File: src/rtl/joypad_target_pkg.sv
// -----------------------------------------------------------------------------
// joypad_target_pkg
//   Shared definitions for the joypad link target and its SoC-side bridge:
//   FSM state encoding, register window indices and the default bus address
//   and device ID.
//
//   No ports (package).
// -----------------------------------------------------------------------------
package joypad_target_pkg;

    typedef enum logic [2:0] {
        ST_IDLE     = 3'd0,
        ST_ADDR     = 3'd1,
        ST_ADDR_ACK = 3'd2,
        ST_WR_BYTE  = 3'd3,
        ST_WR_ACK   = 3'd4,
        ST_RD_BYTE  = 3'd5,
        ST_RD_ACK   = 3'd6,
        ST_IGNORE   = 3'd7
    } state_t;

    // Register window indices (2-bit pointer)
    localparam logic [1:0] REG_BUTTONS = 2'd0;
    localparam logic [1:0] REG_STICKY  = 2'd1;
    localparam logic [1:0] REG_ID      = 2'd2;
    localparam logic [1:0] REG_COUNT   = 2'd3;

    // Defaults shared with the initiator-side bridge
    localparam logic [6:0] JOYPAD_DEFAULT_ADDR   = 7'h52;
    localparam logic [7:0] JOYPAD_DEFAULT_DEV_ID = 8'hA5;

endpackage

File: src/rtl/joypad_target_cond.sv
// -----------------------------------------------------------------------------
// joypad_target_cond
//   Button conditioning for the joypad target: 2-flop synchronizer, optional
//   per-button debounce, rising-edge detection and the sticky-pressed register.
//
//   Optional feature: define JOYPAD_TARGET_DEBOUNCE_EN to require
//   DEBOUNCE_CYCLES consecutive cycles at a new level before the conditioned
//   bit follows. Without it the conditioned value is the synchronized value.
//
// Ports:
//   clk        in   system clock
//   rst        in   synchronous active-high reset
//   buttons    in   [7:0] raw button levels (asynchronous), 1 = pressed
//   sticky_clr in   clear sticky register this cycle (new presses still set)
//   cond       out  [7:0] conditioned button levels
//   sticky     out  [7:0] sticky-pressed register
// -----------------------------------------------------------------------------
module joypad_target_cond #(
    parameter int DEBOUNCE_CYCLES = 16
) (
    input  logic       clk,
    input  logic       rst,
    input  logic [7:0] buttons,
    input  logic       sticky_clr,
    output logic [7:0] cond,
    output logic [7:0] sticky
);

    logic [7:0] btn_p0;
    logic [7:0] btn_p1;
    logic [7:0] cond_prev;
    logic [7:0] sticky_q;
    logic [7:0] press;

    // Stage p0/p1: two-flop synchronizer for asynchronous button inputs
    always_ff @(posedge clk) begin
        if (rst) begin
            btn_p0 <= 8'd0;
            btn_p1 <= 8'd0;
        end else begin
            btn_p0 <= buttons;
            btn_p1 <= btn_p0;
        end
    end

`ifdef JOYPAD_TARGET_DEBOUNCE_EN
    localparam int CNT_W = $clog2(DEBOUNCE_CYCLES + 1);
    localparam logic [CNT_W-1:0] CNT_LAST = CNT_W'(DEBOUNCE_CYCLES - 1);

    logic [CNT_W-1:0] db_cnt [8];
    logic [7:0]       db_level;

    // A counter runs only while the synchronized level differs from the
    // accepted level; returning to the accepted level restarts it.
    always_ff @(posedge clk) begin
        if (rst) begin
            db_level <= 8'd0;
            for (int i = 0; i < 8; i++) begin
                db_cnt[i] <= '0;
            end
        end else begin
            for (int i = 0; i < 8; i++) begin
                if (btn_p1[i] == db_level[i]) begin
                    db_cnt[i] <= '0;
                end else if (db_cnt[i] == CNT_LAST) begin
                    db_level[i] <= btn_p1[i];
                    db_cnt[i]   <= '0;
                end else begin
                    db_cnt[i] <= db_cnt[i] + 1'b1;
                end
            end
        end
    end

    assign cond = db_level;
`else
    assign cond = btn_p1;
`endif

    assign press = cond & ~cond_prev;

    // Clear and set may coincide: a press in the clearing cycle survives.
    always_ff @(posedge clk) begin
        if (rst) begin
            cond_prev <= 8'd0;
            sticky_q  <= 8'd0;
        end else begin
            cond_prev <= cond;
            sticky_q  <= (sticky_q & ~{8{sticky_clr}}) | press;
        end
    end

    assign sticky = sticky_q;

endmodule

File: src/rtl/joypad_target.sv
// -----------------------------------------------------------------------------
// joypad_target
//   Target end of the two-wire joypad link. Responds to ADDR, accepts a
//   register pointer write and serves a 4-byte register window MSB first:
//   0 buttons snapshot, 1 sticky-pressed, 2 DEV_ID, 3 transaction count.
//   The snapshot is latched once per read so a burst is coherent.
//
//   Optional feature: JOYPAD_TARGET_DEBOUNCE_EN enables button debounce
//   (DEBOUNCE_CYCLES) inside joypad_target_cond.
//
// Ports:
//   clk        in   system clock
//   rst        in   synchronous active-high reset
//   buttons    in   [7:0] raw button levels, 1 = pressed (asynchronous)
//   scl_in     in   bus clock from initiator
//   sda_in     in   bus data as seen on the wire
//   sda_out    out  0 = pull sda low, 1 = release
//   busy       out  address-matched transaction in progress
//   rd_strobe  out  one-cycle pulse when the register 0 byte is ACKed
// -----------------------------------------------------------------------------
module joypad_target
    import joypad_target_pkg::*;
#(
    parameter logic [6:0] ADDR            = JOYPAD_DEFAULT_ADDR,
    parameter logic [7:0] DEV_ID          = JOYPAD_DEFAULT_DEV_ID,
    parameter int         DEBOUNCE_CYCLES = 16
) (
    input  logic       clk,
    input  logic       rst,
    input  logic [7:0] buttons,
    input  logic       scl_in,
    input  logic       sda_in,
    output logic       sda_out,
    output logic       busy,
    output logic       rd_strobe
);

    logic scl_p0, scl_p1, scl_p2;
    logic sda_p0, sda_p1, sda_p2;
    logic scl_rise, scl_fall, start_det, stop_det;

    state_t     state_q, state_d;
    logic [3:0] bit_cnt_q, bit_cnt_d;
    logic [7:0] shift_q, shift_d;
    logic       sda_out_q, sda_out_d;
    logic       busy_q, busy_d;
    logic [1:0] ptr_q, ptr_d;
    logic [7:0] count_q, count_d;
    logic [7:0] snapshot_q, snapshot_d;
    logic       first_wr_q, first_wr_d;
    logic       rd_strobe_q, rd_strobe_d;
    logic       sticky_clr;
    logic [7:0] cond_btn;
    logic [7:0] sticky;
    logic [7:0] first_load;

    joypad_target_cond #(
        .DEBOUNCE_CYCLES (DEBOUNCE_CYCLES)
    ) u_cond (
        .clk        (clk),
        .rst        (rst),
        .buttons    (buttons),
        .sticky_clr (sticky_clr),
        .cond       (cond_btn),
        .sticky     (sticky)
    );

    function automatic logic [7:0] reg_select(input logic [1:0] idx,
                                              input logic [7:0] btn_val,
                                              input logic [7:0] sticky_val,
                                              input logic [7:0] count_val);
        case (idx)
            REG_BUTTONS: reg_select = btn_val;
            REG_STICKY:  reg_select = sticky_val;
            REG_ID:      reg_select = DEV_ID;
            default:     reg_select = count_val;
        endcase
    endfunction

    // Stage p0/p1: synchronizers; p2 holds the previous synchronized value
    always_ff @(posedge clk) begin
        if (rst) begin
            scl_p0 <= 1'b0;
            scl_p1 <= 1'b0;
            scl_p2 <= 1'b0;
            sda_p0 <= 1'b0;
            sda_p1 <= 1'b0;
            sda_p2 <= 1'b0;
        end else begin
            scl_p0 <= scl_in;
            scl_p1 <= scl_p0;
            scl_p2 <= scl_p1;
            sda_p0 <= sda_in;
            sda_p1 <= sda_p0;
            sda_p2 <= sda_p1;
        end
    end

    assign scl_rise  = scl_p1 & ~scl_p2;
    assign scl_fall  = ~scl_p1 & scl_p2;
    assign start_det = scl_p1 & scl_p2 & sda_p2 & ~sda_p1;
    assign stop_det  = scl_p1 & scl_p2 & ~sda_p2 & sda_p1;

    // The first read byte must see the snapshot being latched this cycle
    assign first_load = reg_select(ptr_q, cond_btn, sticky, count_q);

    always_ff @(posedge clk) begin
        if (rst) begin
            state_q     <= ST_IDLE;
            bit_cnt_q   <= 4'd0;
            shift_q     <= 8'd0;
            sda_out_q   <= 1'b1;
            busy_q      <= 1'b0;
            ptr_q       <= REG_BUTTONS;
            count_q     <= 8'd0;
            snapshot_q  <= 8'd0;
            first_wr_q  <= 1'b0;
            rd_strobe_q <= 1'b0;
        end else begin
            state_q     <= state_d;
            bit_cnt_q   <= bit_cnt_d;
            shift_q     <= shift_d;
            sda_out_q   <= sda_out_d;
            busy_q      <= busy_d;
            ptr_q       <= ptr_d;
            count_q     <= count_d;
            snapshot_q  <= snapshot_d;
            first_wr_q  <= first_wr_d;
            rd_strobe_q <= rd_strobe_d;
        end
    end

    always_comb begin
        state_d     = state_q;
        bit_cnt_d   = bit_cnt_q;
        shift_d     = shift_q;
        sda_out_d   = sda_out_q;
        busy_d      = busy_q;
        ptr_d       = ptr_q;
        count_d     = count_q;
        snapshot_d  = snapshot_q;
        first_wr_d  = first_wr_q;
        rd_strobe_d = 1'b0;
        sticky_clr  = 1'b0;

        if (start_det) begin
            // (Repeated) START wins over everything else in the same cycle
            state_d   = ST_ADDR;
            bit_cnt_d = 4'd0;
            sda_out_d = 1'b1;
        end else if (stop_det) begin
            state_d   = ST_IDLE;
            bit_cnt_d = 4'd0;
            sda_out_d = 1'b1;
            busy_d    = 1'b0;
        end else begin
            case (state_q)
                ST_ADDR: begin
                    if (scl_rise && bit_cnt_q < 4'd8) begin
                        shift_d   = {shift_q[6:0], sda_p1};
                        bit_cnt_d = bit_cnt_q + 4'd1;
                    end else if (scl_fall && bit_cnt_q == 4'd8) begin
                        if (shift_q[7:1] == ADDR) begin
                            state_d    = ST_ADDR_ACK;
                            sda_out_d  = 1'b0;
                            busy_d     = 1'b1;
                            count_d    = count_q + 8'd1;
                            first_wr_d = 1'b1;
                        end else begin
                            state_d = ST_IGNORE;
                            busy_d  = 1'b0;
                        end
                    end
                end
                ST_ADDR_ACK: begin
                    // shift_q[0] still holds the R/W bit of the address byte
                    if (scl_fall) begin
                        bit_cnt_d = 4'd0;
                        if (shift_q[0]) begin
                            snapshot_d = cond_btn;
                            shift_d    = first_load;
                            sda_out_d  = first_load[7];
                            state_d    = ST_RD_BYTE;
                        end else begin
                            sda_out_d = 1'b1;
                            state_d   = ST_WR_BYTE;
                        end
                    end
                end
                ST_WR_BYTE: begin
                    if (scl_rise && bit_cnt_q < 4'd8) begin
                        shift_d   = {shift_q[6:0], sda_p1};
                        bit_cnt_d = bit_cnt_q + 4'd1;
                    end else if (scl_fall && bit_cnt_q == 4'd8) begin
                        state_d   = ST_WR_ACK;
                        sda_out_d = 1'b0;
                        if (first_wr_q) begin
                            ptr_d      = shift_q[1:0];
                            first_wr_d = 1'b0;
                        end
                    end
                end
                ST_WR_ACK: begin
                    if (scl_fall) begin
                        sda_out_d = 1'b1;
                        bit_cnt_d = 4'd0;
                        state_d   = ST_WR_BYTE;
                    end
                end
                ST_RD_BYTE: begin
                    // Count rises; each fall presents the next bit until 8 done
                    if (scl_rise && bit_cnt_q < 4'd8) begin
                        bit_cnt_d = bit_cnt_q + 4'd1;
                    end else if (scl_fall && bit_cnt_q != 4'd0) begin
                        if (bit_cnt_q == 4'd8) begin
                            sda_out_d = 1'b1;
                            state_d   = ST_RD_ACK;
                        end else begin
                            shift_d   = {shift_q[6:0], 1'b0};
                            sda_out_d = shift_q[6];
                        end
                    end
                end
                ST_RD_ACK: begin
                    if (scl_rise) begin
                        if (!sda_p1) begin
                            rd_strobe_d = (ptr_q == REG_BUTTONS);
                            sticky_clr  = (ptr_q == REG_STICKY);
                            ptr_d       = ptr_q + 2'd1;
                        end else begin
                            state_d   = ST_IGNORE;
                            sda_out_d = 1'b1;
                            busy_d    = 1'b0;
                        end
                    end else if (scl_fall) begin
                        shift_d   = reg_select(ptr_q, snapshot_q, sticky, count_q);
                        sda_out_d = shift_d[7];
                        bit_cnt_d = 4'd0;
                        state_d   = ST_RD_BYTE;
                    end
                end
                default: begin
                    // ST_IDLE and ST_IGNORE: wait for START/STOP with sda released
                    sda_out_d = 1'b1;
                end
            endcase
        end
    end

    assign sda_out   = sda_out_q;
    assign busy      = busy_q;
    assign rd_strobe = rd_strobe_q;

endmodule

File: config.mk
export PLATFORM = sky130hd
export DESIGN_NAME = joypad_target
export DESIGN_NICKNAME = d
export VERILOG_FILES = /design/src/rtl/joypad_target_pkg.sv /design/src/rtl/joypad_target_cond.sv /design/src/rtl/joypad_target.sv
export SDC_FILE = /design/constraint.sdc
export NUM_CORES = 1
export LEC_CHECK = 0
export CAP_MARGIN = 10
export CORE_ASPECT_RATIO = 0.75
export CORE_MARGIN = 3
export CORE_UTILIZATION = 40
export DETAILED_ROUTE_END_ITERATION = 8
export GPL_ROUTABILITY_DRIVEN = 0
export MAX_ROUTING_LAYER = met4
export PLACE_DENSITY = 0.64
export SYNTH_ARGS = -nofsm -noshare
export SYNTH_HDL_FRONTEND = slang
export SYNTH_SLANG_ARGS = --single-unit
File: constraint.sdc
create_clock -name clk -period 2.75 [get_ports clk]
set_input_delay 0.55 -clock clk [delete_from_list [all_inputs] [get_ports clk]]
set_output_delay 0.55 -clock clk [all_outputs]
set_load 0.01 [all_outputs]
Yosys cells after proc, flatten, opt, wreduce, memory -nomap -nowiden
Cells that the tools add are included.
{"block": "classes", "n_addsub": 3, "multipliers": 0, "n_div": 0, "n_lt_le_gt_ge": 1, "eq_ne": 46, "shift": 0, "muxes": 69, "n_bitwise": 21, "reduce_logical": 28}
{"cell": "8-bit 2-to-1 mux", "count": 8}
{"cell": "8-bit case mux with 3 select lines", "count": 2}
{"cell": "3-bit 2-to-1 mux", "count": 14}
{"cell": "4-bit inequality test (second input constant)", "count": 9}
{"cell": "2-bit inequality test (second input constant)", "count": 17}
{"cell": "8-bit case mux with 4 select lines", "count": 1}
{"cell": "1-bit 2-to-1 mux", "count": 30}
{"cell": "12-bit AND reduction", "count": 2}
{"cell": "11-bit AND reduction", "count": 2}
{"cell": "3-bit inequality test (second input constant)", "count": 6}
{"cell": "3-bit case mux with 6 select lines", "count": 1}
{"cell": "8-bit AND", "count": 2}
{"cell": "8-bit inverter", "count": 2}
{"cell": "8-bit AND reduction", "count": 2}
{"cell": "4-bit 2-to-1 mux", "count": 3}
{"cell": "4-bit case mux with 3 select lines", "count": 1}
{"cell": "6-bit AND reduction", "count": 2}
{"cell": "2-bit 2-to-1 mux", "count": 5}
{"cell": "5-bit inequality test (second input constant)", "count": 2}
{"cell": "10-bit AND reduction", "count": 1}
{"cell": "3-bit == test (second input constant)", "count": 3}
{"cell": "1-bit inverter", "count": 9}
{"cell": "8-bit by 1-bit adder with 8-bit output (second input constant)", "count": 1}
{"cell": "8-bit OR", "count": 1}
{"cell": "26 further kinds", "count": 42}
{"block": "totals", "ff_bits": 75, "latchBits": 0, "ramBits": 0, "rom_bits": 0, "inputBits": 12, "out_inout_bits": 3, "elab_cells": 190, "mem_count": 0}

Logic depth before layout (Yosys ltp)
{"block": "depth", "ltp_word": 9, "ltp_mapped": 9, "mapped_depth_nobuf": 7}

Hierarchy
A second synthesis with hierarchy kept.
{"block": "hier_totals", "hier_cells": 426, "hier_area_um2": 3688.5}
{"mod": "joypad_target", "instances": 1, "cells_per_inst": 343, "area_per_inst_um2": 2728.9, "seq_area_each_um2": 860.8}
{"mod": "joypad_target_cond", "instances": 1, "cells_per_inst": 83, "area_per_inst_um2": 959.7, "seq_area_each_um2": 640.6}

Least setup slack after synthesis
OpenSTA, ideal clock, no wires.
{"block": "synth_timing", "path_kind": "register to register", "start": "reg scl_p1", "end": "reg state_q[0]", "t_arrival_ns": 1.957, "setup_slack_ns": 0.724, "path_stages_with_launch": 9, "path_buffers": 1, "period_less_slack_ns": 2.026, "path_cell_list": "dfxtp_1 > inv_1 > ha_1 > buf_6 > nor2b_1 > a221oi_2 > nor4b_4 > or4b_1 > o21ai_1"}
{"block": "synth_between", "elab_chain_len": 5}
{"item": "start: declaration", "line": "joypad_target.sv:38", "source": "logic scl_p0, scl_p1, scl_p2;"}
{"item": "start signal: assignment", "line": "joypad_target.sv:91", "source": "scl_p1 <= scl_p0;"}
{"item": "1-bit AND (tied with other cells)", "line": "joypad_target.sv:101, joypad_target.sv:102"}
{"item": "1-bit AND (tied with other cells) (2 in a row)", "line": "joypad_target.sv:101", "source": "assign start_det = scl_p1 & scl_p2 & sda_p2 & ~sda_p1;"}
{"item": "5-bit inequality test (no line) (tied with other cells)"}
{"item": "12-bit AND reduction (no line) or 1-bit 2-to-1 mux (tied branches)"}
{"item": "end signal: assignment", "line": "joypad_target.sv:120", "source": "state_q <= state_d;"}
{"item": "end: declaration", "line": "joypad_target.sv:42", "source": "state_t state_q, state_d;"}
Parallel ways exist; a longest one is shown, timed or not.
A chain may end at the register's enable or synchronous reset.

Worst setup path after layout
{"block": "layout_timing", "start": "reg scl_p1", "end": "reg count_q[6]"}
{"block": "layout_between", "elab_chain_len": 5}
{"item": "1-bit AND", "line": "joypad_target.sv:101, joypad_target.sv:102"}
{"item": "1-bit AND (on tied branches) (2 in a row)", "line": "joypad_target.sv:102, joypad_target.sv:101"}
{"item": "1-bit inverter (no line)"}
{"item": "6-bit AND reduction (no line) *"}
{"item": "end signal: assignment", "line": "joypad_target.sv:126", "source": "count_q <= count_d;"}
{"item": "end: declaration", "line": "joypad_target.sv:48", "source": "logic [7:0] count_q, count_d;"}
Every way passes the cells marked *; elsewhere a longest branch is shown, timed or not.

==> impl_results.md <==
* I/O pins at 15
* Total die area at between 0.01 and 0.015 sq mm
* Yosys cell types at 75
* Final slew viol count at 0
* Worst vdd ir at 337 uV
* FMAX at between 400 and 500 MHz
* Largest net degree at the start of global routing at 32
* Critical path class: reg -> reg
* Post-Syn Nets at around 440
* Commonest non-fill, non-tap cell in the layout: dfxtp_1
* Share of cells above drive strength 1 at 0.106
* CTS buffer count at 9
* Status: finished, final reports clean
* Routed WL at ~8.8 mm
* CORE AREA at between 0.009 and 0.01 sq mm
* Synth Register Bits at between 70 and 80
* Buffers & Inverters on Critical Path at 1
* Starting Density at 0.414
* Most frequent cells in the layout: 75 x dfxtp_1, 42 x nor2_1, 31 x nor2b_1
* Crit-path leading delay family: simple AND/OR/NAND/NOR gates
* Synth area leaders: dfxtp_1 40%, nor2b_1 5.1%, nor2_1 4.2%, ha_1 3.3%, mux2i_1 2.9%
* Minimum clock period at around 2.3 ns
* Drt drc at 0
* Post-route ant nets at 0
* First-pass GRT wire length at around 15 mm
* RSZ-0062 raised after global routing: no
* Worst-margin pin slew at a little over 0.8 ns
* DRT iter0 DRCs at 330
* Max cap viols at 0
* Area share of the largest cell type after synthesis at 0.397
* Clock tree buffer depth at 2
* CTS tree: yes
* Synth Instances at roughly 420
* Largest stage delay, worst path at slightly below 0.5 ns
* Largest area contributor in the netlist: dfxtp_1
* Total Routing Usage GR at 0.178
* Reg area at roughly 0.0015 sq mm
* Warnings from Yosys at 0
* Post-detail-place hpwl at 6.29 mm
* Fraction of registers with async set/reset at 0
* Slew margin rel. at 0.446
* Final setup vio count at 0
* Clk pin slew, worst setup/hold paths at approximately 0.060 ns
* Top FF cell, synth: dfxtp_1
* Vias in the first global route at roughly 2.9k
* Die H at around 90 um
* Worst skew pair latency at between 0.3 and 0.4 ns
* Post-CTS Setup Inserts at 0
* Gr ovfl total at 0
* NumNets Final at 442
* Place WS at 0.467 ns
* Setup crit end kind: flop
* Crit-path slowest cell: or4_1
* P per Cell Area at just over 800 mW/mm^2
* CTS resizes at 0
* Via/cell ratio at 5.51
* Synth-to-layout area growth at 13.9%
* Die X at ~120 um
* Setup tns final at 0 ns
* Root buffer cell: clkbuf_16
* Endpoints failing hold at 0
* Crit start category: flop
* Syn avg cell area at about 9.1 sq um
* Hold WC Path Type: reg -> reg
* IO Port Bufs at 14
* Period Utilization, post-route at 0.849
* Vias at 3,048
* Clk_skew at just over 0.007 ns
* Cell Area, Synth at approximately 0.0038 sq mm
* Total clock sinks at 75
* Max H-tree Level at 3
* Worst endpoint required time at 3.03 ns
* Area taken by multi-input logic gates at 0.00204 sq mm
* Crit path arrival time at between 2 and 3 ns
* Antenna diodes at 0
* Hold buffers post-CTS at 0
* Sequential share of the synthesized area at 0.397
* CP max FO at 10
* Initial antenna violation count at 0
* Critical path cell sequence: inv_1 -> ha_1 -> nand4b_1 -> a211oi_4 -> nand4_4 -> or4_1 -> nand2_1
* Core Rows at 30
* EDFF count, synth at 0
* Fill cell count at about 890
* Total iterations of the first detailed-routing run at 5
* Leak at 1.71 nW
* Worst Slack Setup Final at ~0.41 ns
* Wire per inst at approximately 16 um
[sequential cells by signal, indices dropped and copies added, names as in the netlist, 2 cells and up]
register          cells
u_cond.cond           8
snapshot_q            8
bit_cnt_q             4
ptr_q                 2
shift_q               8
u_cond.cond_prev      8
u_cond.btn_p0         8
state_q               3
count_q               8
u_cond.sticky         8
[logic make-up (layout without fill, tap and decap cells)]
family                     count (synthesis)  count (layout)  synth area share
muxes                                     12              12            0.0321
AOI/OAI and AO/OA                         95              95             0.199
and+or+nand+nor                          165             165             0.253
buffers and inverters                     49              59            0.0616
DFF                                       75              75             0.397
adders and majority gates                 10              10            0.0331
xor gates and xnor gates                   9               9            0.0229
[where the power goes]
part	internal, mW	leakage (nW)	switching [mW]
Sequential	1.19	0.612	0.126
Combinational	0.429	0.958	0.575
Clock	0.794	0.141	0.457
[metrics by stage]
step | hold slack [ns] | util | area, sq um | total power [mW] | std cells
after global placement | 0.407 | 0.437 | 3980 | 2.30 | 537
final | 0.415 | 0.472 | 4300 | 3.57 | 553
after detailed placement | 0.413 | 0.437 | 3980 | 2.31 | 537
after CTS | 0.418 | 0.472 | 4300 | 3.58 | 553
after global routing | 0.435 | 0.472 | 4300 | 3.76 | 553
after floorplan | 0.400 | - | 3780 | 2.14 | 415
[cell type report]
cell class | count | area share
multi-input cells | 291 | 0.475
flip-flops and latches | 75 | 0.349
clock buffers | 10 | 0.0532
repair buffers | 23 | 0.0471
well taps | 128 | 0.0372
clock inverters | 6 | 0.0209
inverters | 20 | 0.0175
[synthesized netlist by cell type (4+ instances only)]
library cell / count
a311oi_1: 5
nand3_1: 10
nand2b_1: 12
inv_1: 20
a21oi_1: 7
nand2_1: 23
a31oi_1: 7
and3_1: 11
a211o_1: 5
ha_1: 10
a22o_1: 7
or4_1: 4
dfxtp_1: 75
a211oi_1: 8
o22ai_1: 5
xor2_1: 5
mux2i_1: 11
nand4_1: 5
nand3b_1: 4
nor2_1: 42
clkbuf_1: 14
buf_2: 7
nor2b_1: 31
o21ai_0: 9
[routing by layer]
metal / track usage / vias to the layer above / wire length [um]
met5: - / - / 0
met4: 0.0537 / 0 / 151
met3: 0.0566 / 18 / 698
met2: 0.230 / 116 / 3500
met1: 0.260 / 1419 / 4460
li1: - / 1495 / -
[path summary, 6_finish.rpt]
kind	start	end	slack [ns]	cells after the start
worst max-delay path	scl_p1	count_q[6]	0.41	7
worst min-delay path	u_cond.cond_prev[1]	u_cond.sticky[1]	0.41	1
worst max register to register	scl_p1	count_q[6]	0.41	7
worst min register to register	u_cond.cond_prev[1]	u_cond.sticky[1]	0.41	1
Note: power is estimated with default switching activity, not from simulation.
